**src/rtl/spi_txn_arbiter.sv**
```systemverilog
// spi_txn_arbiter
//   Shares one SPI master between NREQ clients. A round-robin pick loads the
//   winner's word onto the master data input, issues a one-cycle start, follows
//   the master busy window, pulses a one-hot ack (with err on start timeout) and
//   then holds an idle gap before the next arbitration.
// Ports:
//   clk, reset            clock and synchronous active-high reset
//   req[NREQ]             per-client request levels
//   req_data[NREQ*DW]     per-client words, slice i = req_data[i*DW +: DW]
//   ack[NREQ], err        one-cycle completion pulse, err = master never went busy
//   grant[NREQ]           one-hot owner of the current transaction, 0 when idle
//   mst_start, mst_data   start strobe and registered word to the SPI master
//   mst_busy              master transfer in progress
//   arb_busy              high whenever the arbiter is not idle
module spi_txn_arbiter #(
  parameter int NREQ       = 4,
  parameter int DW         = 16,
  parameter int START_TO   = 8,
  parameter int GAP_CYCLES = 2
) (
  input  logic               clk,
  input  logic               reset,
  input  logic [NREQ-1:0]    req,
  input  logic [NREQ*DW-1:0] req_data,
  output logic [NREQ-1:0]    ack,
  output logic               err,
  output logic [NREQ-1:0]    grant,
  output logic               mst_start,
  output logic [DW-1:0]      mst_data,
  input  logic               mst_busy,
  output logic               arb_busy
);

  localparam int LW = (NREQ > 1) ? $clog2(NREQ) : 1;
  localparam int CW = $clog2(START_TO);
  localparam int GW = $clog2(GAP_CYCLES + 1);

  typedef enum logic [2:0] {
    ST_IDLE      = 3'd0,
    ST_START     = 3'd1,
    ST_WAIT_BUSY = 3'd2,
    ST_WAIT_DONE = 3'd3,
    ST_GAP       = 3'd4
  } state_t;

  function automatic logic [NREQ-1:0] onehot(input logic [LW-1:0] idx);
    logic [NREQ-1:0] v;
    v      = '0;
    v[idx] = 1'b1;
    return v;
  endfunction

  state_t          state_r, state_nxt_s;
  logic [CW-1:0]   cnt_r, cnt_nxt_s;
  logic [GW-1:0]   gap_r, gap_nxt_s;
  logic [LW-1:0]   last_r, last_nxt_s;
  logic [NREQ-1:0] grant_r, grant_nxt_s;
  logic [NREQ-1:0] ack_r, ack_nxt_s;
  logic            err_r, err_nxt_s;
  logic            start_r, start_nxt_s;
  logic [DW-1:0]   data_r, data_nxt_s;
  logic            arb_busy_r, arb_busy_nxt_s;

  logic            win_found_s;
  logic [LW-1:0]   win_idx_s;
  logic [LW-1:0]   scan_s;
  logic [DW-1:0]   win_data_s;

  // Round-robin scan starting one past the last winner, plus the winner's word.
  always_comb begin
    win_found_s = 1'b0;
    win_idx_s   = '0;
    scan_s      = '0;
    win_data_s  = '0;
    for (int i = 1; i <= NREQ; i++) begin
      scan_s = LW'((int'(last_r) + i) % NREQ);
      if (!win_found_s && req[scan_s]) begin
        win_found_s = 1'b1;
        win_idx_s   = scan_s;
      end else begin
        win_found_s = win_found_s;
      end
    end
    for (int i = 0; i < NREQ; i++) begin
      if (win_idx_s == LW'(i)) begin
        win_data_s = req_data[i*DW +: DW];
      end else begin
        win_data_s = win_data_s;
      end
    end
  end

  // Next-state and next-output logic; registered outputs hold unless changed.
  always_comb begin
    state_nxt_s = state_r;
    cnt_nxt_s   = cnt_r;
    gap_nxt_s   = gap_r;
    last_nxt_s  = last_r;
    grant_nxt_s = grant_r;
    data_nxt_s  = data_r;
    ack_nxt_s   = '0;
    err_nxt_s   = 1'b0;
    start_nxt_s = 1'b0;
    case (state_r)
      ST_IDLE: begin
        if (win_found_s) begin
          grant_nxt_s = onehot(win_idx_s);
          data_nxt_s  = win_data_s;
          last_nxt_s  = win_idx_s;
          start_nxt_s = 1'b1;
          state_nxt_s = ST_START;
        end else begin
          state_nxt_s = ST_IDLE;
        end
      end
      ST_START: begin
        cnt_nxt_s   = '0;
        state_nxt_s = ST_WAIT_BUSY;
      end
      ST_WAIT_BUSY: begin
        if (mst_busy) begin
          state_nxt_s = ST_WAIT_DONE;
        end else if (cnt_r == CW'(START_TO - 1)) begin
          // Master never acknowledged the start: complete with error.
          ack_nxt_s   = grant_r;
          err_nxt_s   = 1'b1;
          grant_nxt_s = '0;
          gap_nxt_s   = '0;
          state_nxt_s = ST_GAP;
        end else begin
          cnt_nxt_s = cnt_r + CW'(1);
        end
      end
      ST_WAIT_DONE: begin
        // Transfer length belongs to the master, so no timeout here.
        if (!mst_busy) begin
          ack_nxt_s   = grant_r;
          grant_nxt_s = '0;
          gap_nxt_s   = '0;
          state_nxt_s = ST_GAP;
        end else begin
          state_nxt_s = ST_WAIT_DONE;
        end
      end
      ST_GAP: begin
        if (gap_r == GW'(GAP_CYCLES - 1)) begin
          state_nxt_s = ST_IDLE;
        end else begin
          gap_nxt_s = gap_r + GW'(1);
        end
      end
      default: begin
        grant_nxt_s = '0;
        state_nxt_s = ST_IDLE;
      end
    endcase
    arb_busy_nxt_s = (state_nxt_s != ST_IDLE);
  end

  // State and output registers with synchronous reset.
  always_ff @(posedge clk) begin
    if (reset) begin
      state_r    <= ST_IDLE;
      cnt_r      <= '0;
      gap_r      <= '0;
      last_r     <= LW'(NREQ - 1);
      grant_r    <= '0;
      ack_r      <= '0;
      err_r      <= 1'b0;
      start_r    <= 1'b0;
      data_r     <= '0;
      arb_busy_r <= 1'b0;
    end else begin
      state_r    <= state_nxt_s;
      cnt_r      <= cnt_nxt_s;
      gap_r      <= gap_nxt_s;
      last_r     <= last_nxt_s;
      grant_r    <= grant_nxt_s;
      ack_r      <= ack_nxt_s;
      err_r      <= err_nxt_s;
      start_r    <= start_nxt_s;
      data_r     <= data_nxt_s;
      arb_busy_r <= arb_busy_nxt_s;
    end
  end

  assign ack       = ack_r;
  assign err       = err_r;
  assign grant     = grant_r;
  assign mst_start = start_r;
  assign mst_data  = data_r;
  assign arb_busy  = arb_busy_r;

endmodule

```
**config.mk**
```make
export PLATFORM = sky130hd
export DESIGN_NAME = spi_txn_arbiter
export DESIGN_NICKNAME = d
export VERILOG_FILES = /design/src/rtl/spi_txn_arbiter.sv
export SDC_FILE = /design/constraint.sdc
export NUM_CORES = 1
export LEC_CHECK = 0
export CORE_MARGIN = 3
export CORE_UTILIZATION = 36
export DETAILED_ROUTE_END_ITERATION = 8
export PLACE_DENSITY = 0.71
export SYNTH_ARGS = -nofsm -noshare
export SYNTH_HDL_FRONTEND = slang
export SYNTH_SLANG_ARGS = --single-unit
```
**constraint.sdc**
```tcl
create_clock -name clk -period 3.6 [get_ports clk]
set_input_delay 0.72 -clock clk [delete_from_list [all_inputs] [get_ports clk]]
set_output_delay 0.72 -clock clk [all_outputs]
set_load 0.01 [all_outputs]
```
==> flow_metrics.py, run 1 <==
metrics = {
    "synthesis": {
        "synth-edff-count": 0,
        "ys_types": 39,
        "yosys.area.top_type": "dfxtp_1",
        "synth.cell_area_sq_um": 1920,
        "ys_top_cells_by_area": "dfxtp_1 39%, mux2i_1 18%, o221ai_2 7.8%",
        "avgSynthCellArea_sq_um": 10.2,
        "synth_cells": 188,
        "ys_seq_area_share_pct": 38.5,
        "muxShareOfSynthArea_pct": 18.2,
        "synth-simple-area-share_pct": 15.1,
        "synth_top_family_by_area": "compound AO/OA/AOI/OAI gates",
        "synth_xor_area_share_pct": 0,
        "ys_ff_latch": 37,
        "synth_fa_ha_area_share_pct": 1.95,
        "synth_compound_area_share_pct": 19.1,
        "yosys_most_used_dff": "dfxtp_1",
        "ys_warn_count": 0,
        "synth_fp_nets": 262,
        "synth_top_area_share_pct": 38.5,
        "async_flop_share_pct": 0,
    },
    "hold_path": {
        "hold_end": "mst_data[11]$_SDFFE_PP0N_",
        "min_delay_path_depth": 2,
        "worstHoldStart": "mst_data[11]$_SDFFE_PP0N_",
        "worstHoldPathType": "reg -> reg",
    },
    "timing": {
        "setup_tns_ns": 0,
        "rsz0062_at_grt": "no",
        "tightest_slew_ns": 0.703,
        "setup_slack_ns": 0.952,
        "period_share_pct": 73.6,
        "finalHoldViolations": 0,
        "drv_slew": 0,
        "skew_ns": 0.00372,
        "slew_headroom_pct": 53.0,
        "worst_hold_slack_ns": 0.461,
        "max_freq_ghz": 0.378,
        "period_needed_ns": 2.65,
        "setup_viol": 0,
    },
    "power": {
        "peakVddDrop_uv": 216,
        "leakagePower_nw": 1.24,
        "power_per_cell_area_nw_per_um2": 437,
    },
    "cells_and_area": {
        "n_fill_cell": 470,
        "area_growth_pct": 55.0,
        "drive_gt1_share_pct": 8.83,
        "instances_no_fill": 350,
        "fin_util_pct": 60.3,
        "final_nets": 357,
        "seq_area_sq_um": 741,
        "multi_input_area_sq_um": 1060,
        "antenna_cells": 0,
    },
    "setup_path": {
        "r2r-end": "mst_data[4]$_SDFFE_PP0N_",
        "critPathMaxStageDelay_ns": 0.51,
        "end_kind": "flop",
        "slowest_stage": "clkdlybuf4s50_1",
        "cp-start-kind": "primary input",
        "r2r-start": "last_r[1]$_SDFFE_PP1N_",
        "crit_chain": "clkdlybuf4s50_1 -> nor4_1 -> or3_1 -> nor2_8 -> nand2b_1 -> buf_4 -> o221ai_2",
        "cp_max_fo": 10,
        "r2r_cells": 6,
        "critical_path_class": "in -> reg",
        "worstPathArrival_ns": 2.80,
        "crit_required_ns": 3.76,
        "regToRegSetupSlack_ns": 1.57,
    },
    "route": {
        "antenna_left": 0,
        "wl_per_cell_um": 13.9,
        "drc_errors": 0,
        "drt_iter0_drc": 65,
        "firstDrtPassIters": 4,
        "finalWirelength_um": 4870,
        "vias": 1717,
        "vias_per_cell": 4.91,
    },
    "die": {
        "start_util_pct": 38.9,
        "rows": 25,
        "die_y_um": 79.1,
        "die_w_um": 79.1,
        "core_sq_um": 4940,
        "die_area_sq_um": 6260,
        "io_pins": 98,
    },
    "cts": {
        "ctsResizeCount": 0,
        "numCtsBuffers": 5,
        "htree_levels": 2,
        "cts_setup_buffers": 0,
        "clk_latency_ns": 0.28,
        "cts_num_sinks": 37,
        "clkTransAtPathRegs_ns": 0.07,
        "clockBufferDepth": 2,
        "postCtsHoldBufs": 0,
        "cts_tree": "built",
        "cts_root_buffer": "clkbuf_8",
    },
    "flow_run": {
        "cap_violations": 0,
    },
    "placement": {
        "dp.cells": 343,
        "gp_congestion": 0.707,
        "io_buffers": 97,
        "dp_hpwl_um": 3780,
        "dp_slack_ns": 0.656,
    },
    "outcome": {
        "status": "completed",
    },
    "global_route": {
        "antenna_found_initial": 0,
        "grt_max_degree": 37,
        "grt_pass1_wl_um": 7800,
        "first_global_vias": 1690,
        "gr-total-overflow": 0,
        "grtUsageTotal_pct": 15.7,
    },
}
-- registers in the layout, indices dropped and copies added, names as in the netlist --
register	count
ack	4
arb_busy	1
cnt_r	3
err	1
gap_r	2
grant	4
last_r	2
mst_data	16
mst_start	1
state_r	3
-- metal layers --
metal  GRT usage [%]  wire length (um)  up-vias
li1                -                 -      881
met1            19.4              2200      758
met2            24.0              2060       71
met3            6.69               525        7
met4            6.70                83        0
met5               0                 0        -
-- where the power goes --
part           switching [mW]  total (mW)  internal, mW
sequential             0.0414       0.514         0.472
combinational           0.220       0.502         0.281
clock                   0.136       0.287         0.152
total                   0.397        1.30         0.905
-- synthesized netlist by cell type, types with 2 or more instances --
cell and instances:
a211o_1 2, a21oi_1 8, a2bb2o_1 2, and2_1 4, buf_4 3, buf_6 6
dfxtp_1 37, ha_1 3, inv_1 5, mux2i_1 35, nand2_1 18, nand2b_1 5
nand3_1 2, nor2_1 13, nor2b_1 3, nor3_1 2, nor4_1 2, o21ai_0 2
o221ai_1 6, o221ai_2 10, o22ai_1 2
-- cell usage in the layout (no fill, tap or decap), types with 2 or more instances in the layout --
cell	netlist	routed
o21ai_0	2	2
nand3_1	2	2
a211o_1	2	2
ha_1	3	3
clkdlybuf4s50_1	0	97
dfxtp_1	37	37
nor2b_1	3	3
nand2b_1	5	5
nand2_1	18	18
o221ai_1	6	6
mux2i_1	35	35
nor3_1	2	2
inv_1	5	5
and2_1	4	4
o221ai_2	10	10
nor2_1	13	13
clkbuf_8	0	6
a21oi_1	8	8
a2bb2o_1	2	2
buf_4	3	3
nor4_1	2	2
-- critical path, delay by kind of cell --
kind            cells  cell delay, ns
compound gates      1            0.11
simple gates        4            1.18
buf+inv             2            0.80
-- logic make-up after synthesis --
group                    Yosys count
flip-flops                        37
adder cells (fa/ha/maj)            3
multiplexers                      35
buffers and inverters             17
AO/OA/AOI/OAI                     39
AND/OR/NAND/NOR                   57
-- metrics by stage --
step / cell area (sq um) / power, mW
floorplan: 1920 / 0.824
finish: 2980 / 1.30
global placement: 2900 / 1.03
detailed placement: 2900 / 1.03
CTS: 2980 / 1.32
global route: 2980 / 1.38
-- worst max path at each step --
| stage | from | to | slack, ns |
|---|---|---|---|
| CTS | req[3] | mst_data[10]$_SDFFE_PP0N_ | 0.97 |
| finish | req[3] | mst_data[10]$_SDFFE_PP0N_ | 0.95 |
| floorplan | req[0] | mst_data[15]$_SDFFE_PP0N_ | 1.67 |
| detailed placement | req[3] | mst_data[10]$_SDFFE_PP0N_ | 0.66 |
| global route | req[3] | mst_data[3]$_SDFFE_PP0N_ | 0.83 |
| global placement | req[3] | grant[2]$_SDFFE_PP0P_ | 0.77 |
-- cell type report --
type / instances / area share (%)
well taps: 67 / 2.81
clock buffers: 7 / 2.90
flip-flops and latches: 37 / 24.8
repair buffers: 100 / 33.3
multi-input cells: 134 / 35.5
inverters: 5 / 0.629
No activity file was read; power rests on OpenSTA's default activity.
==> run 2, diff against run 1 <==
Clock period 3.6 ns to 2.5 ns, I/O delays scaled along.
==> flow_metrics.py, run 2 (synthesis results as in run 1) <==
metrics = {
    "timing": {
        "tightest_slew_ns": 0.510,
        "drv_slew": 0,
        "worst_hold_slack_ns": 0.468,
        "max_freq_ghz": 0.474,
        "setup_tns_ns": 0,
        "period_share_pct": 84.3,
        "rsz0062_at_grt": "no",
        "skew_ns": 0.00625,
        "finalHoldViolations": 0,
        "slew_headroom_pct": 65.7,
        "setup_slack_ns": 0.392,
        "period_needed_ns": 2.11,
        "setup_viol": 0,
    },
    "flow_run": {
        "cap_violations": 0,
    },
    "cells_and_area": {
        "final_nets": 362,
        "mostFrequentLayoutCell": "clkdlybuf4s50_1",
        "final_cell_mix": "97 x clkdlybuf4s50_1, 37 x dfxtp_1, 35 x mux2i_1, 18 x nand2_1, 13 x nor2_1",
        "n_fill_cell": 479,
        "area_growth_pct": 57.4,
        "drive_gt1_share_pct": 10.7,
        "antenna_cells": 0,
        "largest_reg_flops": 16,
    },
    "placement": {
        "dp_hpwl_um": 3840,
        "dp_slack_ns": 0.0857,
        "io_buffers": 97,
        "gp_congestion": 0.804,
    },
    "cts": {
        "clockBufferDepth": 2,
        "cts_setup_buffers": 0,
        "numCtsBuffers": 5,
        "cts_root_buffer": "clkbuf_8",
        "cts_num_sinks": 37,
        "postCtsHoldBufs": 0,
        "clkTransAtPathRegs_ns": 0.06,
        "ctsResizeCount": 0,
        "clk_latency_ns": 0.29,
        "cts_tree": "built",
        "htree_levels": 2,
    },
    "route": {
        "drc_errors": 0,
        "drt_iter0_drc": 49,
        "firstDrtPassIters": 4,
        "vias": 1734,
        "wl_per_cell_um": 13.9,
        "antenna_left": 0,
        "vias_per_cell": 4.87,
        "finalWirelength_um": 4940,
    },
    "power": {
        "power.share.clock_pct": 21.3,
        "power.internal_mw": 1.30,
        "switching_power_uw": 590,
        "peakVddDrop_uv": 446,
        "power.total_mw": 1.89,
        "p_comb_share_pct": 39.6,
        "leakagePower_nw": 1.27,
        "p_sw_share_pct": 31.2,
        "power_per_cell_area_nw_per_um2": 625,
        "pwr-share-seq_pct": 39.1,
    },
    "global_route": {
        "antenna_found_initial": 0,
        "grtUsageTotal_pct": 16.1,
        "first_global_vias": 1688,
        "grt_max_degree": 37,
        "gr-total-overflow": 0,
        "grt_pass1_wl_um": 7940,
    },
    "setup_path": {
        "crit_required_ns": 2.67,
        "critical_path_class": "in -> reg",
        "cp-start-kind": "primary input",
        "cp_max_fo": 10,
        "end_kind": "flop",
        "worstPathArrival_ns": 2.28,
    },
    "die": {
        "die_area_sq_um": 6260,
        "die_w_um": 79.1,
        "io_pins": 98,
        "die_y_um": 79.1,
        "rows": 25,
        "core_sq_um": 4940,
        "start_util_pct": 38.9,
    },
    "outcome": {
        "status": "completed",
    },
    "hold_path": {
        "worstHoldPathType": "reg -> reg",
    },
}
==> run 2: path summary, 6_finish.rpt <==
check                                    to  slack [ns]  depth (start not counted)                      from
setup / recovery  mst_data[10]$_SDFFE_PP0N_        0.39                          7                    req[3]
hold / removal     mst_data[7]$_SDFFE_PP0N_        0.47                          2  mst_data[7]$_SDFFE_PP0N_
setup reg to reg      grant[2]$_SDFFE_PP0P_        0.67                          7     cnt_r[0]$_SDFFE_PP0P_
hold reg to reg    mst_data[7]$_SDFFE_PP0N_        0.47                          2  mst_data[7]$_SDFFE_PP0N_
==> run 2: worst max-delay path, cell delays in order <==
cell             delay (ns)
clkdlybuf4s50_1        0.52
nor4_1                 0.39
or3_1                  0.35
nor2_8                 0.05
nand2b_1               0.12
buf_4                  0.23
o221ai_2               0.12
==> run 2: metal layers <==
layer | track usage, % | wire [um]
met1 | 20.3 | 2230
met2 | 25.0 | 2110
met3 | 6.35 | 520
met4 | 5.67 | 74
met5 | 0 | 0
==> run 2: power groups by stage <==
stage | sequential [mW] | combinational [mW] | clock, mW
2_1_floorplan | 0.773 | 0.414 | 0
3_5_place_dp | 0.750 | 0.760 | 0
6_report | 0.739 | 0.749 | 0.403
5_1_grt | 0.750 | 0.814 | 0.435
3_3_place_gp | 0.751 | 0.751 | 0
4_1_cts | 0.740 | 0.761 | 0.411
==> run 2: metrics by stage <==
step           instances  util (%)  cell area, sq um
5_1_grt              356      61.3              3030
3_5_place_dp         348      59.6              2950
3_3_place_gp         348      59.6              2950
2_1_floorplan        188         -              1920
6_report             356      61.3              3030
4_1_cts              356      61.3              3030
==> run 2: cell type report <==
| class | instances | area [sq um] | area share, % |
|---|---|---|---|
| clock buffers | 6 | 72.6 | 2.40 |
| clock inverters | 2 | 10.0 | 0.331 |
| inverters | 5 | 18.8 | 0.620 |
| multi-input cells | 134 | 1060 | 35.0 |
| flip-flops and latches | 37 | 741 | 24.5 |
| well taps | 67 | 83.8 | 2.77 |
| repair buffers | 105 | 1040 | 34.5 |
